<file path="config.mk">
export PLATFORM = sky130hd
export DESIGN_NAME = des_round_ctrl
export DESIGN_NICKNAME = d
export VERILOG_FILES = /design/src/rtl/des_round_ctrl.sv
export SDC_FILE = /design/constraint.sdc
export NUM_CORES = 1
export LEC_CHECK = 0
export BUFFER_PORTS_ARGS = -buffer_cell sky130_fd_sc_hd__buf_2
export CORE_MARGIN = 4
export CORE_UTILIZATION = 46
export DETAILED_ROUTE_END_ITERATION = 6
export GPL_TIMING_DRIVEN = 0
export PLACE_DENSITY = 0.72
export SLEW_MARGIN = 20
export SYNTH_ARGS = -nofsm -noshare
export SYNTH_HDL_FRONTEND = slang
export SYNTH_SLANG_ARGS = --single-unit
export TNS_END_PERCENT = 50
</file>
<file path="constraint.sdc">
create_clock -name clk -period 1.75 [get_ports clk]
set_input_delay 0.175 -clock clk [delete_from_list [all_inputs] [get_ports clk]]
set_output_delay 0.175 -clock clk [all_outputs]
set_load 0.005 [all_outputs]
</file>
<file path="src/rtl/des_round_ctrl.sv">
// Sequencing FSM for the iterative DES core. It runs one Feistel round per clock,
// drives the L/R and C/D load/enable strobes and the per-round key-schedule shift.
module des_round_ctrl #(
    parameter int unsigned ROUNDS = 16
) (
    input  logic       clk,
    input  logic       rst,
    input  logic       in_valid,
    output logic       in_ready,
    input  logic       decrypt,
    input  logic       abort,
    output logic       load,
    output logic       round_en,
    output logic [4:0] round,
    output logic [1:0] shift_amt,
    output logic       shift_right,
    output logic       final_en,
    output logic       out_valid,
    input  logic       out_ready,
    output logic       busy
);

    generate
        if (ROUNDS < 1 || ROUNDS > 16) begin : g_rounds_check
            $error("des_round_ctrl: ROUNDS must be in 1..16");
        end
    endgenerate

    localparam logic [4:0] LAST_ROUND = 5'(ROUNDS);

    typedef enum logic [2:0] {
        IDLE,
        LOAD,
        ROUND,
        FINAL,
        DONE
    } state_t;

    state_t     state, state_nxt;
    logic [4:0] round_q, round_nxt;
    logic       mode, mode_nxt;

    // Decrypt applies no rotation in round 1 so that round 1 uses K16 (C0/D0 = C16/D16).
    function automatic logic [1:0] shift_for(input logic [4:0] r, input logic dec);
        if (r == 5'd1)
            return dec ? 2'd0 : 2'd1;
        else if (r == 5'd2 || r == 5'd9 || r == 5'd16)
            return 2'd1;
        else
            return 2'd2;
    endfunction

    always_ff @(posedge clk or posedge rst) begin
        if (rst) begin
            state   <= IDLE;
            round_q <= '0;
            mode    <= 1'b0;
        end else begin
            state   <= state_nxt;
            round_q <= round_nxt;
            mode    <= mode_nxt;
        end
    end

    always_comb begin
        state_nxt = state;
        round_nxt = round_q;
        mode_nxt  = mode;
        case (state)
            IDLE: begin
                if (in_valid) begin
                    state_nxt = LOAD;
                    mode_nxt  = decrypt;
                end
            end
            LOAD: begin
                if (abort) begin
                    state_nxt = IDLE;
                end else begin
                    state_nxt = ROUND;
                    round_nxt = 5'd1;
                end
            end
            ROUND: begin
                if (abort) begin
                    state_nxt = IDLE;
                    round_nxt = '0;
                end else if (round_q == LAST_ROUND) begin
                    state_nxt = FINAL;
                    round_nxt = '0;
                end else begin
                    round_nxt = round_q + 5'd1;
                end
            end
            FINAL: begin
                state_nxt = abort ? IDLE : DONE;
            end
            DONE: begin
                if (abort || out_ready)
                    state_nxt = IDLE;
            end
            default: begin
                state_nxt = IDLE;
                round_nxt = '0;
            end
        endcase
    end

    // Outputs depend only on registered state, counter and mode.
    always_comb begin
        in_ready    = 1'b0;
        load        = 1'b0;
        round_en    = 1'b0;
        final_en    = 1'b0;
        out_valid   = 1'b0;
        busy        = 1'b0;
        round       = '0;
        shift_amt   = '0;
        shift_right = 1'b0;
        case (state)
            IDLE:  in_ready = 1'b1;
            LOAD: begin
                load = 1'b1;
                busy = 1'b1;
            end
            ROUND: begin
                round_en    = 1'b1;
                busy        = 1'b1;
                round       = round_q;
                shift_amt   = shift_for(round_q, mode);
                shift_right = mode;
            end
            FINAL: begin
                final_en = 1'b1;
                busy     = 1'b1;
            end
            DONE:  out_valid = 1'b1;
            default: in_ready = 1'b0;
        endcase
    end

endmodule

</file>
==> results.py <==
metrics = {
    "outcome": {
        "status": "finished, final reports clean",
    },
    "setup_path": {
        "cp_top_family": "buffers and inverters",
        "worst_ep_arrival_time_ns": 1.50,
        "criticalPathCategory": "flip-flop to primary output",
        "critPathBufInv": 3,
        "cp-end-kind": "primary output",
        "worstSetupStartpointType": "flip-flop",
        "cpMaxStageDelayCell": "dfrtp_1",
        "r2r_slack_ns": 0.39,
        "worst-endpoint-required_ns": 1.57,
        "path_max_fanout": 10,
        "cp_cell_sequence": "buf_4, nor3b_4, buf_4, and2_1, buf_2",
        "cpMostUsedCell": "buf_4",
        "max_stage_delay_ns": 0.40,
    },
    "logic_synthesis": {
        "async_flop_share": 1.000,
        "syn-instance-count": 75,
        "synth_xor_area_frac": 0.02422,
        "synthSimpleGateAreaFrac": 0.3322,
        "syn_nets": 85,
        "yosys_warnings": 0,
        "synth.yosys.seq_area_share": 0.3114,
        "synth_flop_cell": "dfrtp_1",
        "netlist_area_um2": 723.2,
        "synth.mux.area_fraction": 0.03460,
        "ys_types": 38,
        "synth_edf_count": 0,
        "synthAdderAreaFrac": 0.06920,
        "ys_ff_latch": 9,
        "synth-compound-area-share": 0.1436,
        "synth_top_family_by_area": "simple AND/OR/NAND/NOR gates",
        "synth.avg_cell_area_um2": 9.643,
    },
    "final_layout": {
        "final_common_cell": "buf_2",
        "fin_util": 0.6403,
        "postLayoutCellArea_um2": 953.4,
        "drive_gt1_frac": 0.4615,
        "area_growth_pct": 31.83,
        "num_antenna_cells": 0,
        "mostFrequentLayoutCells": "22 x buf_2, 7 x buf_4, 7 x and2_1, 7 x dfrtp_1, 5 x nor2_1",
        "final_nets": 115,
        "fillCellCount": 126,
    },
    "clock_network": {
        "clk_pin_slew_ns": 0.06,
        "cts_made_buffers": 3,
        "clockRootBuffer": "clkbuf_4",
        "cts_buffer_depth": 2,
        "clk_latency_ns": 0.26,
        "clock-sinks": 9,
        "cts_tree": "yes",
        "h-tree-depth": 1,
    },
    "die": {
        "initial_core_util": 0.4857,
        "die-area_um2": 2271,
        "pin_count": 20,
        "die_x_um": 47.65,
        "row_count": 14,
        "die_h_um": 47.65,
        "core-area_um2": 1489,
    },
    "sta": {
        "hold_viol_final": 0,
        "finalCritPeriodShare": 0.9552,
        "fmax_mhz": 598.2,
        "setup_ws_ns": 0.07840,
        "setup_viol": 0,
        "finalMaxSlewViolations": 0,
        "period_needed_ns": 1.672,
        "relSlewSlack": 0.6922,
        "worst_pin_slew_ns": 0.4606,
        "holdWs_ns": 0.1476,
        "skew_ns": 0.001440,
    },
    "power": {
        "p_per_area_nw_per_um2": 1139,
        "clkPwrFrac": 0.144,
        "p_sw_frac": 0.3656,
        "p_int_w": 0.0006889,
        "peakVddDrop_mv": 0.5902,
        "power_w": 0.001086,
        "p_leak_nw": 0.4831,
        "p_comb_frac": 0.562,
        "pwr-share-seq": 0.294,
        "switchingPower_w": 0.0003970,
    },
    "place": {
        "place.detailed.hpwl_mm": 1.065,
        "post_dp_cell_area_um2": 838.3,
        "dp_slack_ns": 0.2317,
        "place.gp.congestion": 0.7504,
        "numPortBuffers": 19,
    },
    "route": {
        "drtIter0Drc": 10,
        "vias": 628,
        "drc_errors": 0,
        "ant_nets": 0,
        "via_per_inst": 5.233,
        "first_pass_iters": 4,
        "wl_per_cell_um": 12.48,
        "wl_mm": 1.498,
    },
    "grt": {
        "met1_usage": 0.1804,
        "grt_pass1_vias": 504,
        "grt_max_degree": 11,
        "gr-usage-all-layers": 0.1449,
        "grt_remaining_overflow": 0,
        "grt.met2_usage": 0.2353,
        "grt_first_pass_wirelength_mm": 2.290,
        "antenna_found_initial": 0,
        "globalRouteMet3Util": 0.07143,
        "gr-max-usage-layer": "met2",
    },
    "worst_hold_path": {
        "min_path_type": "input port to flip-flop",
    },
    "run": {
        "maxCapViolations": 0,
    },
}
final timing paths:
check,start,to,cells past startpoint
worst max-delay path,state[0],round[2],5
worst min-delay path,decrypt,mode,2
worst max register to register,round_q[1],state[0],5
worst min register to register,mode,mode,1
max in group asynchronous,rst,round_q[1],3
min in group asynchronous,rst,state[1],3
power groups by stage:
| stage | Combinational [W] | Clock, W | Sequential [W] |
|---|---|---|---|
| after floorplan | 0.000358 | 0 | 0.000304 |
| after global placement | 0.000465 | 0 | 0.000321 |
| after detailed placement | 0.000478 | 0 | 0.000322 |
| after CTS | 0.000488 | 0.000165 | 0.000324 |
| after global routing | 0.000680 | 0.000179 | 0.000328 |
| final | 0.000610 | 0.000157 | 0.000319 |
Yosys cell counts (2+ instances only):
master / number / area share
nand2_1: 2 / 0.010
a22o_1: 2 / 0.024
ha_1: 4 / 0.069
nor2_1: 5 / 0.026
buf_2: 4 / 0.028
and2_1: 7 / 0.061
dfrtp_1: 9 / 0.31
nand2b_1: 3 / 0.026
nor4b_1: 2 / 0.024
nand3_1: 2 / 0.014
xnor2_1: 2 / 0.024
o22ai_1: 2 / 0.017
inv_1: 6 / 0.031
routing by layer:
metal / wire length, um / vias up
li1: - / 327
met1: 628 / 279
met2: 754 / 22
met3: 115 / 0
met4: 0 / 0
met5: 0 / -
cell type report:
| type | instances | area (um^2) | share of cell area |
|---|---|---|---|
| buffer | 6 | 41.29 | 0.04331 |
| tap | 16 | 20.02 | 0.02100 |
| timing repair buffer | 25 | 142.6 | 0.1496 |
| clock buffer | 4 | 26.28 | 0.02756 |
| sequential | 9 | 227.7 | 0.2388 |
| inverter | 6 | 22.52 | 0.02362 |
| multi-input combinational | 54 | 473.0 | 0.4961 |
metrics by stage:
| step | cells | setup TNS, ns |
|---|---|---|
| final | 120 | 0 |
| after global routing | 120 | -0.02408 |
| after CTS | 115 | 0 |
| after detailed placement | 110 | 0 |
| after global placement | 110 | 0 |
| after floorplan | 75 | 0 |
cells by family (layout without fill, tap and decap cells):
logic type,count (synthesis),after routing
compound gates,13,13
fa+ha+maj,4,4
xor+xnor,2,2
mux,2,2
flops,9,9
simple gates,33,33
buf+inv,12,41
repair_timing:
action / 4_1_cts / 5_1_grt
buffers inserted: 0 / 5
endpoints found under the hold margin: 9 / 0
endpoints found under the setup margin: 2 / 8
hold buffers: 1 / 0
pin swaps: 0 / 2
gates resized for setup: 3 / 9
worst register-to-register path: cells and delay by family (launching register included):
family | cells | cell delay, ns
flip-flops | 1 | 0.44
AND/OR/NAND/NOR | 2 | 0.31
AO/OA/AOI/OAI | 1 | 0.24
adder cells (fa/ha/maj) | 1 | 0.18
buffers and inverters | 1 | 0.09
flip-flops by register name, indices dropped and copies added (netlist names):
| register | cells |
|---|---|
| mode | 1 |
| state | 3 |
| round_q | 5 |
No activity file was read; power rests on OpenSTA's default activity.
